File: src/rtl/cnn_acc_ci_tm.sv
// ---------------------------------------------------------------------------
// cnn_acc_ci_tm
//   Accumulates per-channel kernel results across the input-channel dimension.
//   Each accepted beat carries PAR_CI signed lane values; NUM_PASS beats make
//   one output. The bias is added on the first beat, and the optional ReLU and
//   output saturation are applied on the last beat. The result is held in a
//   registered valid/ready output stage.
//
// Ports
//   clk, reset_n   : clock, asynchronous active-low reset
//   i_in_valid     : input beat present
//   o_in_ready     : beat is accepted this cycle (when i_in_valid is also 1)
//   i_kernel_acc   : PAR_CI signed lanes, lane k at [k*AK_BW +: AK_BW]
//   i_bias         : signed bias, sampled on the first beat of a group
//   i_relu_en      : ReLU enable, sampled on the last beat of a group
//   i_clear        : synchronous abort of the partial group
//   o_busy         : a partial group is held
//   o_ot_valid     : result valid
//   i_ot_ready     : downstream accepts the result
//   o_ot_ci_acc    : signed result
//   o_ot_sat       : result was clamped
// ---------------------------------------------------------------------------

// Sign-extends one lane to the accumulator width.
module cnn_acc_ci_tm_lane #(
    parameter int AK_BW  = 20,
    parameter int ACI_BW = 24
) (
    input  logic [AK_BW-1:0]  i_lane,
    output logic [ACI_BW-1:0] o_ext
);
    assign o_ext = ACI_BW'($signed(i_lane));
endmodule

module cnn_acc_ci_tm #(
    parameter int AK_BW    = 20,
    parameter int PAR_CI   = 3,
    parameter int NUM_PASS = 4,
    parameter int ACI_BW   = 24,
    parameter int O_BW     = 16
) (
    input  logic                    clk,
    input  logic                    reset_n,
    input  logic                    i_in_valid,
    output logic                    o_in_ready,
    input  logic [PAR_CI*AK_BW-1:0] i_kernel_acc,
    input  logic [ACI_BW-1:0]       i_bias,
    input  logic                    i_relu_en,
    input  logic                    i_clear,
    output logic                    o_busy,
    output logic                    o_ot_valid,
    input  logic                    i_ot_ready,
    output logic [O_BW-1:0]         o_ot_ci_acc,
    output logic                    o_ot_sat
);
    localparam int PW = (NUM_PASS > 1) ? $clog2(NUM_PASS) : 1;

    // Clamp bounds expressed at accumulator width for the range compare.
    localparam logic signed [ACI_BW-1:0] SAT_MAX =
        {{(ACI_BW-O_BW+1){1'b0}}, {(O_BW-1){1'b1}}};
    localparam logic signed [ACI_BW-1:0] SAT_MIN =
        {{(ACI_BW-O_BW+1){1'b1}}, {(O_BW-1){1'b0}}};
    localparam logic [O_BW-1:0] OUT_MAX = {1'b0, {(O_BW-1){1'b1}}};
    localparam logic [O_BW-1:0] OUT_MIN = {1'b1, {(O_BW-1){1'b0}}};

    logic [PW-1:0]                  r_pass;
    logic signed [ACI_BW-1:0]       r_acc;
    logic                           r_vld;
    logic [O_BW-1:0]                r_out;
    logic                           r_sat;

    logic [PAR_CI-1:0][ACI_BW-1:0]  w_lane_ext;
    logic signed [ACI_BW-1:0]       w_lane_sum;
    logic signed [ACI_BW-1:0]       w_base;
    logic signed [ACI_BW-1:0]       w_sum;
    logic signed [ACI_BW-1:0]       w_relu;
    logic [O_BW-1:0]                w_out;
    logic                           w_clamp;
    logic                           w_first;
    logic                           w_last;
    logic                           w_accept;

    genvar g;
    generate
        for (g = 0; g < PAR_CI; g++) begin : g_lane
            cnn_acc_ci_tm_lane #(
                .AK_BW  (AK_BW),
                .ACI_BW (ACI_BW)
            ) u_lane (
                .i_lane (i_kernel_acc[g*AK_BW +: AK_BW]),
                .o_ext  (w_lane_ext[g])
            );
        end
    endgenerate

    always_comb begin
        w_lane_sum = '0;
        for (int k = 0; k < PAR_CI; k++)
            w_lane_sum = w_lane_sum + $signed(w_lane_ext[k]);
    end

    assign w_first  = (r_pass == '0);
    assign w_last   = (r_pass == PW'(NUM_PASS-1));
    assign o_in_ready = !i_clear && (!r_vld || i_ot_ready);
    assign w_accept = i_in_valid && o_in_ready;

    // First beat restarts from the bias; later beats extend the running sum.
    // Overflow wraps at ACI_BW bits.
    assign w_base = w_first ? $signed(i_bias) : r_acc;
    assign w_sum  = w_base + w_lane_sum;

    // ReLU ahead of saturation, so a clamped negative can only occur with ReLU off.
    assign w_relu = (i_relu_en && w_sum[ACI_BW-1]) ? '0 : w_sum;

    always_comb begin
        w_clamp = 1'b0;
        w_out   = w_relu[O_BW-1:0];
        if (w_relu > SAT_MAX) begin
            w_clamp = 1'b1;
            w_out   = OUT_MAX;
        end else if (w_relu < SAT_MIN) begin
            w_clamp = 1'b1;
            w_out   = OUT_MIN;
        end
    end

    always_ff @(posedge clk or negedge reset_n) begin
        if (!reset_n) begin
            r_pass <= '0;
            r_acc  <= '0;
        end else if (i_clear) begin
            r_pass <= '0;
            r_acc  <= '0;
        end else if (w_accept) begin
            r_pass <= w_last ? '0 : r_pass + PW'(1);
            r_acc  <= w_sum;
        end
    end

    // Output stage: a new last beat may load in the same cycle the previous
    // result is handshaken, so there is no bubble between outputs.
    always_ff @(posedge clk or negedge reset_n) begin
        if (!reset_n) begin
            r_vld <= 1'b0;
            r_out <= '0;
            r_sat <= 1'b0;
        end else if (w_accept && w_last) begin
            r_vld <= 1'b1;
            r_out <= w_out;
            r_sat <= w_clamp;
        end else if (i_ot_ready) begin
            r_vld <= 1'b0;
        end
    end

    assign o_busy      = (r_pass != '0);
    assign o_ot_valid  = r_vld;
    assign o_ot_ci_acc = r_out;
    assign o_ot_sat    = r_sat;
endmodule

File: config.mk
export PLATFORM = sky130hd
export DESIGN_NAME = cnn_acc_ci_tm
export DESIGN_NICKNAME = d
export VERILOG_FILES = /design/src/rtl/cnn_acc_ci_tm.sv
export SDC_FILE = /design/constraint.sdc
export NUM_CORES = 1
export LEC_CHECK = 0
export BUFFER_PORTS_ARGS = -buffer_cell sky130_fd_sc_hd__buf_4
export CORE_MARGIN = 3
export CORE_UTILIZATION = 25
export DETAILED_ROUTE_END_ITERATION = 12
export PLACE_DENSITY = 0.47
export SETUP_SLACK_MARGIN = 0.02
export SYNTH_ARGS = -nofsm -noshare
export SYNTH_HDL_FRONTEND = slang
export SYNTH_SLANG_ARGS = --single-unit
File: constraint.sdc
create_clock -name clk -period 6.2 [get_ports clk]
set_input_delay 1.24 -clock clk [delete_from_list [all_inputs] [get_ports clk]]
set_output_delay 1.24 -clock clk [all_outputs]
set_load 0.05 [all_outputs]
==> run metrics <==
# hold bufs at CTS=0; CTS tree=built; Syn Nets=689; Netlist cell types=58; Routed WL=13,700 microns; CP Capture Type=register; hold depth=1; RSZ-0062 raised after global routing=no; die height=144 microns; share of layout cells above drive strength 1=0.220; CP Data Required Time=6.33 ns; clock edge transition at the registers on the reported setup and hold paths=~0.070 ns; hold path endpoint=o_ot_valid$_DFFE_PN0P_; clk sink count=44; fin crit period=5.43 ns; maximum VDD drop=0.000133 V; Reg2Reg Setup Slack=between 1 and 1.5 ns; Hold Slack=0.509 ns; max_slew headroom=0.286; Reg2Reg Depth=17; Horiz. Die Dim=144 microns; GR Util All Layers=0.134; # Post-CTS Setup Buffers=0; Final Setup Violations=0; detailed-router iteration count before antenna repair=5; f_max=184 MHz; Port Buf Inserts=109; EDFF count, synth=0; Via Count=4,057; I/O Pins=110; Hold Path Origin=o_ot_valid$_DFFE_PN0P_; Mapped Avg Cell Area=8.95 sq um; Pwr Density=between 400 and 500 nW/um^2; ys async rst share=1.00; Post-Synthesis Cells=530; vias per cell=around 4.7; first-pass GRT wire length=~22,000 microns; H-Tree Depth=2; TNS Setup=0 ns; Startpoint Class=input port; clk root buf=clkbuf_16; sequential fraction of the synthesis area=0.232; vias in the first global route=4,213; Placer Congestion=0.805; hpwl dp=11,300 microns; total grt overflow=0; Net count, final=~800; Slew Viols, Final=0; Initial DRC Count=205; die area=20,700 sq um; CTS Buf Count=5; Clock Tree Buf Depth=2; Least-Margin Pin Slew=1.07 ns; Main synth FF type=dfrtp_1; wire per inst=approximately 16 microns; Post-Syn Area=4740 sq um; final hold violations=0; initial antenna violation count=0; site row count=between 40 and 50; CP arrival=5.56 ns; outcome=finished clean; flops & latches, synth=44; Hold Crit Class=reg2reg; ant diodes=0; pin count of the biggest net entering global routing=50; Worst Skew=roughly 0.01 ns; Core Area=roughly 18,000 sq um; drt drc=0; antenna viol nets, final=0; YS warnings=0; Area growth syn-to-layout=25.5%; reg2reg start=r_pass[0]$_DFFE_PN0P_; reg-to-reg endpoint=o_ot_ci_acc[1]$_DFFE_PN0P_; Initial Util=0.259; WS Path Type=in2reg; Final Cycle Share=0.876; leakage power total=2.99 nW; Skew-Pair Late Insertion Delay=0.30 ns; number of max-cap violations=0; # fillers=1,977; Crit Path Max Fanout=15; post-CTS resize count=0
## synth_stat cells, types with 4 or more instances
library cell,number,area share
nand4_1,5,0.0066
a21oi_1,24,0.025
nand2_1,31,0.025
clkbuf_1,12,0.0095
ha_1,26,0.069
buf_2,4,0.0042
inv_1,113,0.089
nand3b_1,25,0.040
xor2_1,8,0.015
xnor2_1,10,0.018
o32ai_1,15,0.028
nor3_1,5,0.0053
nand2b_1,7,0.0092
a21o_1,4,0.0063
fa_1,43,0.18
o21ai_0,37,0.039
mux2i_1,23,0.049
nand3_1,8,0.0084
dfrtp_1,44,0.23
nor2_1,28,0.022
o211ai_1,7,0.011
## layout by cell type (no fill, tap or decap), types with 4 or more instances in the layout
cell	n
nand2b_1	7
xnor2_1	10
mux2i_1	23
dfrtp_1	44
nor3_1	5
nand4_1	5
nand2_1	31
a21oi_1	24
nand3b_1	25
fa_1	43
xor2_1	8
nand3_1	8
clkbuf_16	5
nor2_1	28
o32ai_1	15
o21ai_0	37
a21o_1	4
inv_1	113
ha_1	26
o211ai_1	7
buf_4	112
## kinds of logic after synthesis
kind of cell	Yosys count	share of synthesized area
buffers and inverters	131	0.108
AOI/OAI and AO/OA	114	0.163
and+or+nand+nor	128	0.157
muxes	25	0.0533
adders and majority gates	69	0.250
xor gates and xnor gates	19	0.0367
DFF	44	0.232
## metrics by stage
| step | setup slack [ns] | std cells | total power, mW | cell area (sq um) | utilization |
|---|---|---|---|---|---|
| after floorplan | 1.36 | 530 | 1.99 | 4740 | - |
| after global placement | 0.640 | 853 | 2.57 | 5780 | 0.316 |
| after detailed placement | 0.484 | 853 | 2.59 | 5780 | 0.316 |
| after CTS | 0.789 | 861 | 2.91 | 5960 | 0.325 |
| after global routing | 0.486 | 861 | 3.15 | 5960 | 0.325 |
| final | 0.771 | 861 | 2.88 | 5960 | 0.325 |
## how the worst max path moves through the flow
| stage | end | startpoint |
|---|---|---|
| floorplan | o_ot_ci_acc[0]$_DFFE_PN0P_ | i_kernel_acc[1] |
| global placement | o_ot_ci_acc[0]$_DFFE_PN0P_ | i_kernel_acc[1] |
| detailed placement | o_ot_ci_acc[1]$_DFFE_PN0P_ | i_kernel_acc[1] |
| CTS | o_ot_ci_acc[1]$_DFFE_PN0P_ | i_kernel_acc[1] |
| global route | o_ot_ci_acc[12]$_DFFE_PN0P_ | i_kernel_acc[1] |
| finish | o_ot_ci_acc[1]$_DFFE_PN0P_ | i_kernel_acc[1] |
## flip-flops by register name (all words and copies together), names as in the netlist
register / cells
o_ot_ci_acc: 16
o_ot_sat: 1
o_ot_valid: 1
r_acc: 24
r_pass: 2
## power by group
group / switching, mW / internal (mW) / leakage, nW
Combinational: 1.33 / 0.741 / 2.35
Sequential: 0.0845 / 0.410 / 0.568
Clock: 0.123 / 0.192 / 0.0804
Total: 1.54 / 1.34 / 2.99
## critical path: stages
cell,delay (ns)
buf_4,0.08
inv_1,0.05
fa_1,0.51
fa_1,0.50
inv_1,0.07
ha_1,0.18
inv_1,0.06
fa_1,0.40
nand2b_1,0.18
a21oi_1,0.32
o2111ai_1,0.36
a211oi_1,0.30
nor3_1,0.11
xnor2_2,0.18
nor2_1,0.83
o32ai_1,0.21
## layer usage
layer / vias up / global-route usage / share of wire
met1: 1949 / 0.188 / 0.47
li1: 1982 / - / -
met4: 0 / 0.0238 / 0.0079
met2: 117 / 0.224 / 0.46
met5: - / 0 / 0
met3: 9 / 0.0183 / 0.055
## final cells by class
class	count	area, sq um	share of cell area
clock buffers	5	125	0.0210
clock inverters	3	46.3	0.00777
inverters	113	424	0.0712
multi-input cells	355	3130	0.526
flip-flops and latches	44	1100	0.185
well taps	229	287	0.0481
repair buffers	112	841	0.141
No activity file was read; power rests on OpenSTA's default activity.
